<file path="config.mk">
export PLATFORM = sky130hd
export DESIGN_NAME = simple_proc_ram_arbiter_flat
export DESIGN_NICKNAME = d
export VERILOG_FILES = /design/src/rtl/simple_proc_ram_arbiter_if.sv /design/src/rtl/simple_proc_ram_arbiter.sv /design/src/flat_wrapper.sv
export SDC_FILE = /design/constraint.sdc
export NUM_CORES = 1
export LEC_CHECK = 0
export CORE_ASPECT_RATIO = 0.9
export CORE_UTILIZATION = 45
export CTS_CLUSTER_DIAMETER = 200
export DETAILED_ROUTE_END_ITERATION = 8
export DONT_BUFFER_PORTS = 1
export PLACE_DENSITY = 0.67
export SYNTH_ARGS = -nofsm -noshare
export SYNTH_HDL_FRONTEND = slang
export SYNTH_SLANG_ARGS = --single-unit
</file>
<file path="constraint.sdc">
create_clock -name clk -period 2.4 [get_ports clk]
set_input_delay 0.48 -clock clk [delete_from_list [all_inputs] [get_ports clk]]
set_output_delay 0.48 -clock clk [all_outputs]
set_load 0.01 [all_outputs]
</file>
<file path="src/rtl/simple_proc_ram_arbiter_if.sv">
// ============================================================================
// simple_proc_ram_arbiter_if : one requester port (CPU or host) of the RAM arbiter
// Rev 1.0
// ============================================================================
`timescale 1ns/1ps
`default_nettype none

interface simple_proc_ram_arbiter_if #(
  parameter int ADDR_W = 7,
  parameter int DATA_W = 16
);
  logic              req;
  logic              we;
  logic [ADDR_W-1:0] addr;
  logic [DATA_W-1:0] wdata;
  logic              gnt;
  logic              rvld;
  logic [DATA_W-1:0] rdata;

  modport master (output req, we, addr, wdata, input gnt, rvld, rdata);
  modport slave  (input req, we, addr, wdata, output gnt, rvld, rdata);
endinterface

`default_nettype wire

</file>
<file path="src/rtl/simple_proc_ram_arbiter.sv">
// ============================================================================
// simple_proc_ram_arbiter : CPU/host arbiter in front of the 16x128 data RAM.
// Option: SIMPLE_PROC_RAM_ARB_RR_EN selects round-robin instead of fixed priority.
// Rev 1.0
// ============================================================================
`timescale 1ns/1ps
`default_nettype none

module simple_proc_ram_arbiter #(
  parameter int ADDR_W     = 7,
  parameter int DATA_W     = 16,
  parameter int STARVE_MAX = 4
) (
  input  logic                      clk,
  input  logic                      rst_n,
  simple_proc_ram_arbiter_if.slave  cpu,
  simple_proc_ram_arbiter_if.slave  host,
  output logic                      ram_read_en,
  output logic                      ram_write_en,
  output logic [ADDR_W-1:0]         ram_addr,
  output logic [DATA_W-1:0]         ram_din,
  input  logic [DATA_W-1:0]         ram_dout,
  output logic                      busy
);

  typedef enum logic [1:0] {
    IDLE   = 2'd0,
    ACCESS = 2'd1,
    RDATA  = 2'd2
  } state_t;

  state_t              state_q, state_d;
  logic                winner_host_q, winner_host_d;
  logic                cpu_gnt_q, cpu_gnt_d;
  logic                host_gnt_q, host_gnt_d;
  logic                cpu_rvld_q, cpu_rvld_d;
  logic                host_rvld_q, host_rvld_d;
  logic                ram_read_en_q, ram_read_en_d;
  logic                ram_write_en_q, ram_write_en_d;
  logic [ADDR_W-1:0]   ram_addr_q, ram_addr_d;
  logic [DATA_W-1:0]   ram_din_q, ram_din_d;
  logic                host_prio;
  logic                pick_host;
  logic                sel_we;

`ifdef SIMPLE_PROC_RAM_ARB_RR_EN
  logic                last_host_q, last_host_d;
  assign host_prio = !last_host_q;
`else
  logic [3:0]          starve_cnt_q, starve_cnt_d;
  assign host_prio = (starve_cnt_q == 4'(STARVE_MAX));
`endif

  // host_prio only matters when both ports request
  assign pick_host = host.req && (!cpu.req || host_prio);
  assign sel_we    = pick_host ? host.we : cpu.we;

  always_comb begin
    state_d        = state_q;
    winner_host_d  = winner_host_q;
    cpu_gnt_d      = 1'b0;
    host_gnt_d     = 1'b0;
    cpu_rvld_d     = 1'b0;
    host_rvld_d    = 1'b0;
    ram_read_en_d  = 1'b0;
    ram_write_en_d = 1'b0;
    ram_addr_d     = ram_addr_q;
    ram_din_d      = ram_din_q;
`ifdef SIMPLE_PROC_RAM_ARB_RR_EN
    last_host_d    = last_host_q;
`else
    starve_cnt_d   = starve_cnt_q;
`endif
    case (state_q)
      IDLE: begin
        if (cpu.req || host.req) begin
          state_d        = ACCESS;
          winner_host_d  = pick_host;
          cpu_gnt_d      = !pick_host;
          host_gnt_d     = pick_host;
          ram_write_en_d = sel_we;
          ram_read_en_d  = !sel_we;
          ram_addr_d     = pick_host ? host.addr  : cpu.addr;
          ram_din_d      = pick_host ? host.wdata : cpu.wdata;
`ifdef SIMPLE_PROC_RAM_ARB_RR_EN
          last_host_d    = pick_host;
`else
          if (pick_host) begin
            starve_cnt_d = '0;
          end else if (host.req && (starve_cnt_q != 4'(STARVE_MAX))) begin
            starve_cnt_d = starve_cnt_q + 4'd1;
          end
`endif
        end
      end
      ACCESS: begin
        if (ram_read_en_q) begin
          state_d     = RDATA;
          cpu_rvld_d  = !winner_host_q;
          host_rvld_d = winner_host_q;
        end else begin
          state_d     = IDLE;
        end
      end
      RDATA:   state_d = IDLE;
      default: state_d = IDLE;
    endcase
  end

  always_ff @(posedge clk or negedge rst_n) begin
    if (!rst_n) begin
      state_q        <= IDLE;
      winner_host_q  <= 1'b0;
      cpu_gnt_q      <= 1'b0;
      host_gnt_q     <= 1'b0;
      cpu_rvld_q     <= 1'b0;
      host_rvld_q    <= 1'b0;
      ram_read_en_q  <= 1'b0;
      ram_write_en_q <= 1'b0;
      ram_addr_q     <= '0;
      ram_din_q      <= '0;
`ifdef SIMPLE_PROC_RAM_ARB_RR_EN
      last_host_q    <= 1'b1;
`else
      starve_cnt_q   <= '0;
`endif
    end else begin
      state_q        <= state_d;
      winner_host_q  <= winner_host_d;
      cpu_gnt_q      <= cpu_gnt_d;
      host_gnt_q     <= host_gnt_d;
      cpu_rvld_q     <= cpu_rvld_d;
      host_rvld_q    <= host_rvld_d;
      ram_read_en_q  <= ram_read_en_d;
      ram_write_en_q <= ram_write_en_d;
      ram_addr_q     <= ram_addr_d;
      ram_din_q      <= ram_din_d;
`ifdef SIMPLE_PROC_RAM_ARB_RR_EN
      last_host_q    <= last_host_d;
`else
      starve_cnt_q   <= starve_cnt_d;
`endif
    end
  end

  assign cpu.gnt      = cpu_gnt_q;
  assign host.gnt     = host_gnt_q;
  assign cpu.rvld     = cpu_rvld_q;
  assign host.rvld    = host_rvld_q;
  // RAM output is already registered inside the RAM, so read data passes straight through
  assign cpu.rdata    = ram_dout;
  assign host.rdata   = ram_dout;
  assign ram_read_en  = ram_read_en_q;
  assign ram_write_en = ram_write_en_q;
  assign ram_addr     = ram_addr_q;
  assign ram_din      = ram_din_q;
  assign busy         = (state_q != IDLE);

endmodule

`default_nettype wire

</file>
<file path="src/flat_wrapper.sv">
// flat-port wrapper written by rule: the top's interface ports become plain ports
module simple_proc_ram_arbiter_flat 
#(
  parameter int ADDR_W     = 7,
  parameter int DATA_W     = 16,
  parameter int STARVE_MAX = 4
)
  (clk, rst_n, ram_read_en, ram_write_en, ram_addr, ram_din, ram_dout, busy, cpu_req, cpu_we, cpu_addr, cpu_wdata, cpu_gnt, cpu_rvld, cpu_rdata, host_req, host_we, host_addr, host_wdata, host_gnt, host_rvld, host_rdata);
  simple_proc_ram_arbiter_if #(.ADDR_W(ADDR_W), .DATA_W(DATA_W)) cpu_i ();
  simple_proc_ram_arbiter_if #(.ADDR_W(ADDR_W), .DATA_W(DATA_W)) host_i ();
  input  logic clk;
  input  logic rst_n;
  output logic ram_read_en;
  output logic ram_write_en;
  output logic [ADDR_W-1:0] ram_addr;
  output logic [DATA_W-1:0] ram_din;
  input  logic [DATA_W-1:0] ram_dout;
  output logic busy;
  input wire logic [$bits(cpu_i.req)-1:0] cpu_req;
  input wire logic [$bits(cpu_i.we)-1:0] cpu_we;
  input wire logic [$bits(cpu_i.addr)-1:0] cpu_addr;
  input wire logic [$bits(cpu_i.wdata)-1:0] cpu_wdata;
  output wire logic [$bits(cpu_i.gnt)-1:0] cpu_gnt;
  output wire logic [$bits(cpu_i.rvld)-1:0] cpu_rvld;
  output wire logic [$bits(cpu_i.rdata)-1:0] cpu_rdata;
  input wire logic [$bits(host_i.req)-1:0] host_req;
  input wire logic [$bits(host_i.we)-1:0] host_we;
  input wire logic [$bits(host_i.addr)-1:0] host_addr;
  input wire logic [$bits(host_i.wdata)-1:0] host_wdata;
  output wire logic [$bits(host_i.gnt)-1:0] host_gnt;
  output wire logic [$bits(host_i.rvld)-1:0] host_rvld;
  output wire logic [$bits(host_i.rdata)-1:0] host_rdata;
  assign cpu_i.req = cpu_req;
  assign cpu_i.we = cpu_we;
  assign cpu_i.addr = cpu_addr;
  assign cpu_i.wdata = cpu_wdata;
  assign cpu_gnt = cpu_i.gnt;
  assign cpu_rvld = cpu_i.rvld;
  assign cpu_rdata = cpu_i.rdata;
  assign host_i.req = host_req;
  assign host_i.we = host_we;
  assign host_i.addr = host_addr;
  assign host_i.wdata = host_wdata;
  assign host_gnt = host_i.gnt;
  assign host_rvld = host_i.rvld;
  assign host_rdata = host_i.rdata;
  simple_proc_ram_arbiter #(.ADDR_W(ADDR_W), .DATA_W(DATA_W), .STARVE_MAX(STARVE_MAX)) u_core (.clk(clk), .rst_n(rst_n), .cpu(cpu_i), .host(host_i), .ram_read_en(ram_read_en), .ram_write_en(ram_write_en), .ram_addr(ram_addr), .ram_din(ram_din), .ram_dout(ram_dout), .busy(busy));
endmodule
</file>
==> results.ini <==
[status]
outcome = complete, but fails checks
violations = design-rule violations

[layout]
final_cell_mix = dfrtp_1 (36), inv_1 (16), nand3_1 (15)
area_growth_pct = -3.25
insertedDiodeCount = 0
fin_nets = 228
drive_gt1_frac = 0.113
nFillCells = 378
final_common_cell = dfrtp_1
fin_area_um2 = 1860

[synth]
synth.cell_area_um2 = 1930
yosysUniqueCellTypes = 33
syn_area_per_cell_um2 = 10.1
syn_inst = 190
synth_nets = 260
yosysWarningCount = 0
ys_async_sr_fraction = 1.00
ys_seq_area_frac = 0.468
synth_top_flop_cell = dfrtp_1
synth-seq-cells = 36
synth-edff-count = 0

[setup_path]
cp-start-kind = flip-flop
crit_path_end = u_core.ram_din[2]
reg2reg_to = u_core.ram_din[2]
reg2reg_setup_slack_ns = 0.70
crit_path_max_fanout = 14
r2r.worst_path.cells = 3
worstPathArrival_ns = 1.92
startpoint = u_core.state_q[1]
worstSetupPathType = flip-flop to flip-flop
crit_path_end_kind = flip-flop
r2r-start = u_core.state_q[1]
critical_path_required_ns = 2.61

[cts]
h-tree-depth = 2
path_clk_slew_ns = 0.07
cts_buffer_depth = 2
clk_latency_ns = 0.28
cts_tree = done
ctsResizeCount = 0
tritoncts.num_buffers = 5
cts_root_buf = clkbuf_8
clock-sinks = 36
post-cts-setup-buffers = 0

[sta]
worst_clock_skew_ns = 0.00564
tns_ns = 0
tightest_slew_ns = 0.633
hold_viol = 0
fmax_ghz = 0.587
rsz0062_at_grt = false
fin_crit_ns = 1.70
slew_viol_final = 0
setup_violations = 0
finalCritPeriodShare = 0.710
slew_headroom = 0.578

[hold_path]
hp-class = input pin to async pin

[detailed_routing]
vias = 1336
drt_wl_total_um = 3930
routedWlPerCell_um = 19.0
drt_iter0_markers = 94
drc_errors = 8
first_pass_iters = 6
vias_per_cell = 6.45
drtAntennaViolNets = 0

[grt]
antenna_found_initial = 0
grtUsageTotal = 0.179
grt_pass1_vias = 1252
grt_overflow = 0
grt_start_max_net_pins = 37
grt_pass1_wl_um = 6050

[floorplan]
rows = 22
core_um2 = 4100
fp.dieH_um = 64.1
die-area_um2 = 4550
boundaryPins = 130
die_x_um = 71.0
start_util = 0.470

[placement]
port_buffers = 0
gp_congestion = 0.800
place_area_um2 = 1730
dp_hpwl_um = 2800

[power_and_ir_drop]
irDropWorstVdd_mv = 0.512
power.leakage_nw = 0.825
power.density_nw_per_um2 = 1120

[job]
maxCapViolCount = 0

## cell usage after synthesis, types with 3 or more instances
| cell type | count | share of area |
|---|---|---|
| nand2_1 | 4 | 0.0078 |
| o21ai_0 | 3 | 0.0078 |
| nand3_1 | 15 | 0.039 |
| o221ai_1 | 11 | 0.050 |
| a221o_1 | 12 | 0.062 |
| dfrtp_1 | 36 | 0.47 |
| nand4_1 | 12 | 0.039 |
| clkbuf_1 | 9 | 0.018 |
| a21boi_0 | 12 | 0.047 |
| buf_4 | 32 | 0.12 |
| buf_2 | 4 | 0.010 |
| inv_1 | 16 | 0.031 |
## cell type report
cell class,count,area (um2),area share
flip-flops and latches,36,901,0.483
multi-input cells,93,674,0.362
clock buffers,5,68.8,0.0369
inverters,16,60.1,0.0322
well taps,48,60.1,0.0322
repair buffers,6,57.6,0.0309
clock inverters,3,42.5,0.0228
## power by group
part	internal, W	switching (W)
sequential	0.000815	0.000242
clock	0.000307	0.000212
combinational	0.000238	0.000269
total	0.00136	0.000722
## worst min-delay path by stage
| stage | slack [ns] | endpoint | cells past startpoint | start |
|---|---|---|---|---|
| 5_1_grt | 0.03 | u_core.ram_din[9] | 1 | rst_n |
| 4_1_cts | 0.02 | u_core.cpu.rvld | 1 | rst_n |
| 2_1_floorplan | 0.18 | u_core.cpu.gnt | 0 | rst_n |
| 3_3_place_gp | 0.19 | u_core.cpu.rvld | 0 | rst_n |
| 6_report | 0.03 | u_core.cpu.rvld | 1 | rst_n |
| 3_5_place_dp | 0.19 | u_core.cpu.rvld | 0 | rst_n |
## cell families (layout without fill, tap and decap cells)
group                      count (synthesis)  after routing  share of synthesized area
buffers and inverters                     61             30                      0.184
and+or+nand+nor                           46             46                      0.139
AOI/OAI and AO/OA                         45             45                      0.197
DFF                                       36             36                      0.468
adders and majority gates                  2              2                     0.0130
## worst max-delay path, cell delays in order, from the launching register on
cell and delay (ns):
dfrtp_1 0.44, or3b_4 0.44, a21oi_2 0.49, a221o_1 0.27
## what timing repair did
item | 4_1_cts | 5_1_grt
hold buffers | 1 | 0
hold endpoints to repair | 36 | 0
endpoints found under the setup margin | 0 | 0
## layer usage
layer  routed length (um)  up-vias  track usage
met3                  445        9       0.0883
met4                   40        0       0.0775
met2                 1880      107        0.290
met1                 1560      621        0.199
li1                     -      599            -
met5                    0        -            0
## metrics by stage
stage | total power [W] | utilization | worst slack (ns) | hold WS, ns | cells
5_1_grt | 0.00222 | 0.455 | 0.575 | 0.0255 | 207
2_1_floorplan | 0.00149 | - | 0.773 | 0.184 | 190
3_5_place_dp | 0.00156 | 0.423 | 0.690 | 0.185 | 198
6_report | 0.00208 | 0.455 | 0.695 | 0.0276 | 207
4_1_cts | 0.00210 | 0.455 | 0.680 | 0.0238 | 207
3_3_place_gp | 0.00153 | 0.423 | 0.765 | 0.185 | 198
## registers in the layout (all words and copies together) (netlist names)
name	cells
u_core.host.gnt	1
u_core.ram_din	16
u_core.state_q	2
u_core.starve_cnt_q	4
u_core.host.rvld	1
u_core.cpu.gnt	1
u_core.cpu.rvld	1
u_core.ram_addr	7
u_core.ram_read_en	1
u_core.ram_write_en	1
u_core.winner_host_q	1
Note: power is estimated with default switching activity, not from simulation.
